`src/rtl/data_table_search_bounded.sv`:
```
// Bounded linked-list search: walks a bucket chain in an external table,
// one read outstanding at a time, until the key matches, the chain ends,
// or MAX_HOPS entries have been read.
module data_table_search_bounded #(
    parameter int KEY_WIDTH   = 32,
    parameter int VALUE_WIDTH = 16,
    parameter int A_WIDTH     = 8,
    parameter int CMD_WIDTH   = 2,
    parameter int MAX_HOPS    = 16,
    parameter int HOP_WIDTH   = $clog2(MAX_HOPS + 1)
) (
    input  logic                   clk_i,
    input  logic                   rst_n_i,
    input  logic [KEY_WIDTH-1:0]   task_key_i,
    input  logic [CMD_WIDTH-1:0]   task_cmd_i,
    input  logic [A_WIDTH-1:0]     task_head_ptr_i,
    input  logic                   task_head_ptr_val_i,
    input  logic                   task_valid_i,
    output logic                   task_ready_o,
    input  logic                   rd_avail_i,
    output logic                   rd_en_o,
    output logic [A_WIDTH-1:0]     rd_addr_o,
    input  logic [KEY_WIDTH-1:0]   rd_data_key_i,
    input  logic [VALUE_WIDTH-1:0] rd_data_value_i,
    input  logic [A_WIDTH-1:0]     rd_data_next_ptr_i,
    input  logic                   rd_data_next_ptr_val_i,
    input  logic                   rd_data_val_i,
    output logic [KEY_WIDTH-1:0]   result_key_o,
    output logic [VALUE_WIDTH-1:0] result_value_o,
    output logic [CMD_WIDTH-1:0]   result_cmd_o,
    output logic [1:0]             result_res_o,
    output logic [A_WIDTH-1:0]     result_addr_o,
    output logic [HOP_WIDTH-1:0]   result_hops_o,
    output logic                   result_valid_o,
    input  logic                   result_ready_i
);

    typedef enum logic [1:0] {IDLE, REQ, WAIT, DONE} state_e;
    typedef enum logic [1:0] {RES_FOUND, RES_NO_ENTRY, RES_CHAIN_LIMIT} res_e;

    localparam logic [HOP_WIDTH-1:0] HOPS_MAX = HOP_WIDTH'(MAX_HOPS);

    state_e                 state_q, state_d;
    res_e                   res_q, res_d;
    logic [KEY_WIDTH-1:0]   key_q, key_d;
    logic [CMD_WIDTH-1:0]   cmd_q, cmd_d;
    logic [A_WIDTH-1:0]     rd_addr_q, rd_addr_d;
    logic [HOP_WIDTH-1:0]   hops_q, hops_d;
    logic [VALUE_WIDTH-1:0] value_q, value_d;
    logic [A_WIDTH-1:0]     match_addr_q, match_addr_d;
    logic [HOP_WIDTH-1:0]   hops_inc;

    // Next-state and datapath: latch task, issue reads, evaluate returned entries
    always_comb begin
        state_d      = state_q;
        res_d        = res_q;
        key_d        = key_q;
        cmd_d        = cmd_q;
        rd_addr_d    = rd_addr_q;
        hops_d       = hops_q;
        value_d      = value_q;
        match_addr_d = match_addr_q;
        hops_inc     = (hops_q == HOPS_MAX) ? hops_q : hops_q + HOP_WIDTH'(1);

        case (state_q)
            IDLE: begin
                if (task_valid_i) begin
                    key_d        = task_key_i;
                    cmd_d        = task_cmd_i;
                    hops_d       = '0;
                    value_d      = '0;
                    match_addr_d = '0;
                    if (!task_head_ptr_val_i) begin
                        res_d   = RES_NO_ENTRY;
                        state_d = DONE;
                    end else begin
                        rd_addr_d = task_head_ptr_i;
                        state_d   = REQ;
                    end
                end
            end
            REQ: begin
                if (rd_avail_i) begin
                    state_d = WAIT;
                end
            end
            WAIT: begin
                if (rd_data_val_i) begin
                    hops_d = hops_inc;
                    if (rd_data_key_i == key_q) begin
                        res_d        = RES_FOUND;
                        value_d      = rd_data_value_i;
                        match_addr_d = rd_addr_q;
                        state_d      = DONE;
                    end else if (!rd_data_next_ptr_val_i) begin
                        res_d   = RES_NO_ENTRY;
                        state_d = DONE;
                    end else if (hops_inc == HOPS_MAX) begin
                        res_d   = RES_CHAIN_LIMIT;
                        state_d = DONE;
                    end else begin
                        rd_addr_d = rd_data_next_ptr_i;
                        state_d   = REQ;
                    end
                end
            end
            DONE: begin
                if (result_ready_i) begin
                    state_d = IDLE;
                end
            end
            default: state_d = IDLE;
        endcase
    end

    // State and result registers with synchronous active-low reset
    always_ff @(posedge clk_i) begin
        if (!rst_n_i) begin
            state_q      <= IDLE;
            res_q        <= RES_FOUND;
            key_q        <= '0;
            cmd_q        <= '0;
            rd_addr_q    <= '0;
            hops_q       <= '0;
            value_q      <= '0;
            match_addr_q <= '0;
        end else begin
            state_q      <= state_d;
            res_q        <= res_d;
            key_q        <= key_d;
            cmd_q        <= cmd_d;
            rd_addr_q    <= rd_addr_d;
            hops_q       <= hops_d;
            value_q      <= value_d;
            match_addr_q <= match_addr_d;
        end
    end

    assign task_ready_o   = (state_q == IDLE);
    assign rd_en_o        = (state_q == REQ) && rd_avail_i;
    assign rd_addr_o      = rd_addr_q;
    assign result_valid_o = (state_q == DONE);
    assign result_key_o   = key_q;
    assign result_cmd_o   = cmd_q;
    assign result_res_o   = res_q;
    assign result_hops_o  = hops_q;
    assign result_value_o = value_q;
    assign result_addr_o  = match_addr_q;

    // Tasks offered while busy are dropped; flag them in simulation
    task_valid_while_busy: assert property (
        @(posedge clk_i) disable iff (!rst_n_i) (state_q != IDLE) |-> !task_valid_i);

endmodule

```
`config.mk`:
```
export PLATFORM = sky130hd
export DESIGN_NAME = data_table_search_bounded
export DESIGN_NICKNAME = d
export VERILOG_FILES = /design/src/rtl/data_table_search_bounded.sv
export SDC_FILE = /design/constraint.sdc
export NUM_CORES = 1
export LEC_CHECK = 0
export BUFFER_PORTS_ARGS = -buffer_cell sky130_fd_sc_hd__buf_2
export CAP_MARGIN = 5
export CORE_MARGIN = 3
export CORE_UTILIZATION = 35
export DETAILED_ROUTE_END_ITERATION = 16
export MAX_ROUTING_LAYER = met4
export PLACE_DENSITY_LB_ADDON = 0.15
export SLEW_MARGIN = 20
export SYNTH_ARGS = -nofsm -noshare
export SYNTH_HDL_FRONTEND = slang
export SYNTH_SLANG_ARGS = --single-unit
```
`constraint.sdc`:
```
create_clock -name clk_i -period 4.35 [get_ports clk_i]
set_input_delay 0.435 -clock clk_i [delete_from_list [all_inputs] [get_ports clk_i]]
set_output_delay 0.435 -clock clk_i [all_outputs]
set_load 0.1 [all_outputs]
```
======== Word-level counts from Yosys, hierarchy flattened ========
Index checks and enable logic that the tools add are counted.
storage, ports and cells
  word-level logic and storage cells ...... 70
  register bits after elaboration ......... 75
cells by class
  reduce and logical (&&, ||, !) cells .... 9
  mux-type cells .......................... 35
  equality and inequality tests ........... 17
  $add $sub $neg .......................... 1
operator list
  kind                 count
  $mux 8               9
  $mux 16              3
  $eq 32x32->1         1
  $pmux 16 s2          1
  $pmux 8 s2           2
  $mux 2               14
  $ne 2x2->1 const B   9
  $mux 5               3
  $eq 5x5->1 const B   2
  $pmux 5 s2           1
  $pmux 2 s4           1
  $reduce_and 4->1     2
  $reduce_and 7->1     1
  $add 5x1->5 const B  1
  $reduce_and 5->1     1
  $eq 2x2->1 const B   2
  $ne 4x4->1 const B   1
  $pmux 2 s2           1
  $reduce_and 3->1     1
  $eq 2x1->1 const B   1
  $logic_not 2->1      1
  $ne 2x1->1 const B   1
  $reduce_and 2->1     1
  $reduce_bool 2->1    1
  $logic_and 1x1->1    1

======== Longest topological paths before layout ========
  depth in word-level cells ............... 8
  depth in mapped cells ................... 8
  depth with buffers taken out ............ 8

======== Worst setup path after synthesis ========
Ideal clock, no wire load.
  path type ............................... register to register
  start point ............................. register hops_q[0], in the netlist result_hops_o[0]
  end point ............................... register rd_addr_q[0], in the netlist rd_addr_o[0]
  required time ........................... 4.277 ns
  period minus slack after synthesis ...... 3.088 ns
  stages on the path, launching flop included .. 9
  slack ................................... 1.262 ns
  arrival ................................. 3.015 ns
  cells stage by stage .................... dfxtp_1 -> inv_1 -> ha_1 -> nor2b_1 -> or4_4 -> a311oi_4 -> nor2_2 -> a31oi_4 -> mux2i_1
between the ends
  word-level cells in the longest chain between the ends .. 5
RTL lines
  element                                           RTL line  RTL
  start: declaration                                48        logic [HOP_WIDTH-1:0] hops_q, hops_d;
  start signal: assignment                          133       hops_q <= hops_d;
  $add 5x1->5 / $eq 5x5->1 (equally long branches)  63        hops_inc = (hops_q == HOPS_MAX) ? hops_q : hops_q + HOP_WIDTH'(1);
  $mux 5 *                                          63
  $eq 5x5->1 *                                      98        end else if (hops_inc == HOPS_MAX) begin
  $ne 2x2->1 (no source line) *                     --
  $reduce_and 7->1 (no source line) *               --
  end signal: assignment                            132       rd_addr_q <= rd_addr_d;
  end: declaration                                  47        logic [A_WIDTH-1:0] rd_addr_q, rd_addr_d;
Mark *: on every way between the ends. The rest lies on a longest branch, timed or not.
A chain may end at the register's enable or synchronous reset.

======== Worst setup path after layout ========
  start point ............................. register state_q[0]
  end point ............................... register value_q[15], in the netlist result_value_o[15]
between the ends
  word-level cells in the longest chain between the ends .. 3
RTL lines
  element                                                                  RTL line  RTL
  start: declaration                                                       43        state_e state_q, state_d;
  start signal: assignment                                                 128       state_q <= state_d;
  $eq 2x2->1 / $logic_not 2->1 (equally long branches)                     65        case (state_q)
  $ne 2x2->1 (no source line) / $reduce_bool 2->1 (equally long branches)  --
  $reduce_and 4->1 (no source line)                                        --
  end signal: assignment                                                   134       value_q <= value_d;
  end: declaration                                                         49        logic [VALUE_WIDTH-1:0] value_q, value_d;
Several ways; a longest one is shown, not always the timed one.

==> metrics.md <==
| Metric | Value |
|---|---|
| Status | completed |
| GPL Wtd Cong | 0.8575 |
| PD cells | 429.6 nW/um^2 |
| I/O Buffers | 181 |
| Post-synthesis sequential area ratio | 44.94% |
| Clock skew | 0.01586 ns |
| Slew @ Worst Pin | 0.9123 ns |
| Peak VDD IR | 203.9 uV |
| Final Max Slew Viols | 0 |
| Mapped Nets | 497 |
| CTS Root Cell | clkbuf_8 |
| Critical Path RT | 4.62 ns |
| Max cap viols | 0 |
| Achievable Freq | 372.3 MHz |
| Number of placed I/O pins | 182 |
| Row count | 35 |
| Initial core utilization | 36.15% |
| H-tree depth | 3 |
| Global-route wire length before repair | 15.87 mm |
| DR iter-0 viols | 125 |
| Overflow after GRT | 0 |
| Chip Width | 103.7 um |
| Post-Synth Simple-Gate Area | 19.29% |
| Average size of a mapped cell | 8.588 sq um |
| Largest family of logic cells by synthesized area | simple AND/OR/NAND/NOR gates |
| Synth cell types | 39 |
| DRC errors left | 0 |
| #FFs+latches synth | 75 |
| Post-route antenna net violation count | 0 |
| Initial antenna violation count | 1 |
| Leakage | 2.068 nW |
| Drt total wl | 9.946 mm |
| Share of layout cells above drive strength 1 | 37.74% |
| Largest net degree at the start of global routing | 50 |
| Height of the die | 103.7 um |
| CTS Sinks | 75 |
| Layout net count | 670 |
| Critical path depth | 6 |
| YS warnings | 0 |
| Delay-heaviest family, CP | simple AND/OR/NAND/NOR gates |
| Cells after Synth | 389 |
| Pre-Repair DR Iteration Count | 4 |
| Post-CTS Resized | 0 |
| Synth Area in Compound Gates | 18.20% |
| Post-Synth Adder-Cell Area | 0.7491% |
| RSZ-0062 raised after global routing | false |
| Hold slack | 0.2965 ns |
| Hold Vio Cnt, Final | 0 |
| Hold Path Depth | 2 |
| CP Launch Type | flip-flop |
| CTS tree | built |
| Die area | 10750 sq um |
| CP endpoint kind | flip-flop |
| Crit-path max FO | 25 |
| Tcrit/Tclk final | 61.75% |
| Clk buf depth | 2 |
| # hold bufs at CTS | 0 |
| CP peak stage delay | 0.75 ns |
| Vias | 3348 |
| Post-synthesis mux area share | 4.494% |
| Skew-Pair Late Insertion Delay | 0.34 ns |
| Vias in the first global route | 3202 |
| Crit Path Class | reg2reg |
| XOR/XNOR Fraction of Synth Area | 8.914% |
| Reg clk slew, reported paths | 0.09 ns |
| Min-Delay Path Class | in2reg |
| Post CTS Setup Buffer Count | 0 |
| WL per Instance | 14.27 um |
| Tmin final | 2.686 ns |
| Final setup viols | 0 |
| Vias per cell | 4.803 |
| Post-detail-place hpwl | 7.447 mm |
| Total CTS buffers | 9 |
| Cell Chain, Critical Path | nor2b_1, buf_4, and2_1, nor2_1, a21o_1, mux2i_1 |
| Slowest CP cell | a21o_1 |
| All-Layer GR Usage | 18.45% |
| Synthesized area | 3341 sq um |
| Synth-to-layout area growth | 35.77% |
| Cells on worst reg2reg path | 6 |
| Total core area | 9240 sq um |
| Data arrival, critical path | 2.95 ns |
| Crit path buf inv count | 1 |
| Setup TNS | 0 ns |
| Tot Pwr | 0.001948 W |
| Rel. slew slack | 39.18% |
[layer usage]
layer / wire, um / GRT usage, %
met5: 0 / -
met4: 131 / 7.407
met3: 785 / 4.611
met2: 4699 / 29.44
met1: 4329 / 22.45
[cell families (layout without fill, tap and decap cells)]
group,after synthesis,count (layout)
AO/OA/AOI/OAI,87,87
AND/OR/NAND/NOR,147,147
adder cells (fa/ha/maj),2,2
XOR/XNOR,34,34
buffers and inverters,29,207
other,0,1
multiplexers,15,15
flip-flops,75,75
[Yosys cell counts]
| master | instances | share of area, % |
|---|---|---|
| nand4_1 | 9 | 1.7 |
| o221a_2 | 1 | 0.34 |
| nand3_1 | 9 | 1.3 |
| nand2_1 | 89 | 10 |
| xnor2_1 | 33 | 8.7 |
| nor2_1 | 18 | 2.0 |
| or3_1 | 2 | 0.37 |
| or4_4 | 1 | 0.34 |
| a21boi_0 | 1 | 0.22 |
| xor2_1 | 1 | 0.26 |
| a311oi_1 | 1 | 0.26 |
| nor2_2 | 1 | 0.19 |
| and2_1 | 2 | 0.37 |
| a21oi_1 | 43 | 6.4 |
| o22ai_1 | 1 | 0.19 |
| clkinv_1 | 1 | 0.11 |
| o211ai_1 | 8 | 1.8 |
| nor2b_1 | 2 | 0.37 |
| a32oi_1 | 1 | 0.26 |
| nor3_1 | 2 | 0.30 |
| a31oi_1 | 1 | 0.19 |
| nor4_1 | 2 | 0.37 |
| ha_1 | 2 | 0.75 |
| a31o_2 | 7 | 1.8 |
| a311oi_4 | 1 | 0.79 |
| nand2b_1 | 9 | 1.7 |
| mux2i_1 | 15 | 4.5 |
| o21ai_0 | 4 | 0.60 |
| a32o_1 | 11 | 3.3 |
| a211oi_1 | 1 | 0.22 |
| clkbuf_1 | 19 | 2.1 |
| a31oi_4 | 1 | 0.64 |
| a22oi_1 | 2 | 0.45 |
| a21o_1 | 2 | 0.45 |
| o31ai_1 | 1 | 0.22 |
| buf_2 | 4 | 0.60 |
| inv_1 | 5 | 0.56 |
| nand3b_1 | 1 | 0.22 |
| dfxtp_1 | 75 | 45 |
[cells in the final DEF, fill, tap and decap left out, types with 3 or more instances in the layout]
cell	instances
a21oi_1	43
a31o_2	7
a32o_1	11
buf_2	181
buf_4	4
clkbuf_8	9
dfxtp_1	75
inv_1	5
inv_6	3
mux2i_1	15
nand2_1	89
nand2b_1	9
nand3_1	9
nand4_1	9
nor2_1	18
o211ai_1	8
o21ai_0	4
xnor2_1	33
[path summary, 6_finish.rpt]
path                           startpoint                               to  slack [ns]
max               state_q[0]$_SDFFE_PN0P_  result_value_o[15]$_SDFFE_PN0P_        1.66
min                    rd_data_value_i[9]   result_value_o[9]$_SDFFE_PN0P_        0.30
max reg2reg       state_q[0]$_SDFFE_PN0P_  result_value_o[15]$_SDFFE_PN0P_        1.66
min reg2reg  result_cmd_o[1]$_SDFFE_PN0P_     result_cmd_o[1]$_SDFFE_PN0P_        0.46
[power breakdown]
part           switching [W]  internal [W]  total, W  leakage (nW)
Sequential         0.0000426      0.000733  0.000775         0.611
Combinational       0.000520      0.000158  0.000679          1.37
Clock               0.000278      0.000216  0.000494        0.0886
Total               0.000841       0.00111   0.00195          2.07
[worst reg2reg max path, stage by stage, from the launching register on]
cell and delay [ns]:
dfxtp_1 0.53, nor2b_1 0.09, buf_4 0.22, and2_1 0.28, nor2_1 0.47, a21o_1 0.75
mux2i_1 0.27
[flip-flops by register name (all words and copies together) (netlist names)]
register,flops
result_res_o,2
rd_addr_o,8
result_hops_o,5
result_addr_o,8
state_q,2
result_key_o,32
result_cmd_o,2
result_value_o,16
[through the flow]
step                      utilization [%]  cell area, sq um  setup WS (ns)  cells
after floorplan                         -              3341          1.262    389
after detailed placement            47.10              4352          1.507    680
final                               49.09              4536          1.664    697
after global routing                49.09              4536          1.425    697
after global placement              47.10              4352          1.525    680
after CTS                           49.06              4533          1.642    696
[cell type report]
cell class | count | area, sq um
clock buffers | 9 | 123.9
clock inverters | 7 | 57.56
repair buffers | 185 | 935.9
inverters | 6 | 22.52
multi-input cells | 285 | 1730
fillers | 936 | 4705
well taps | 129 | 161.4
flip-flops and latches | 75 | 1501
diodes | 1 | 2.502
Power figures use the tool's default switching activity.
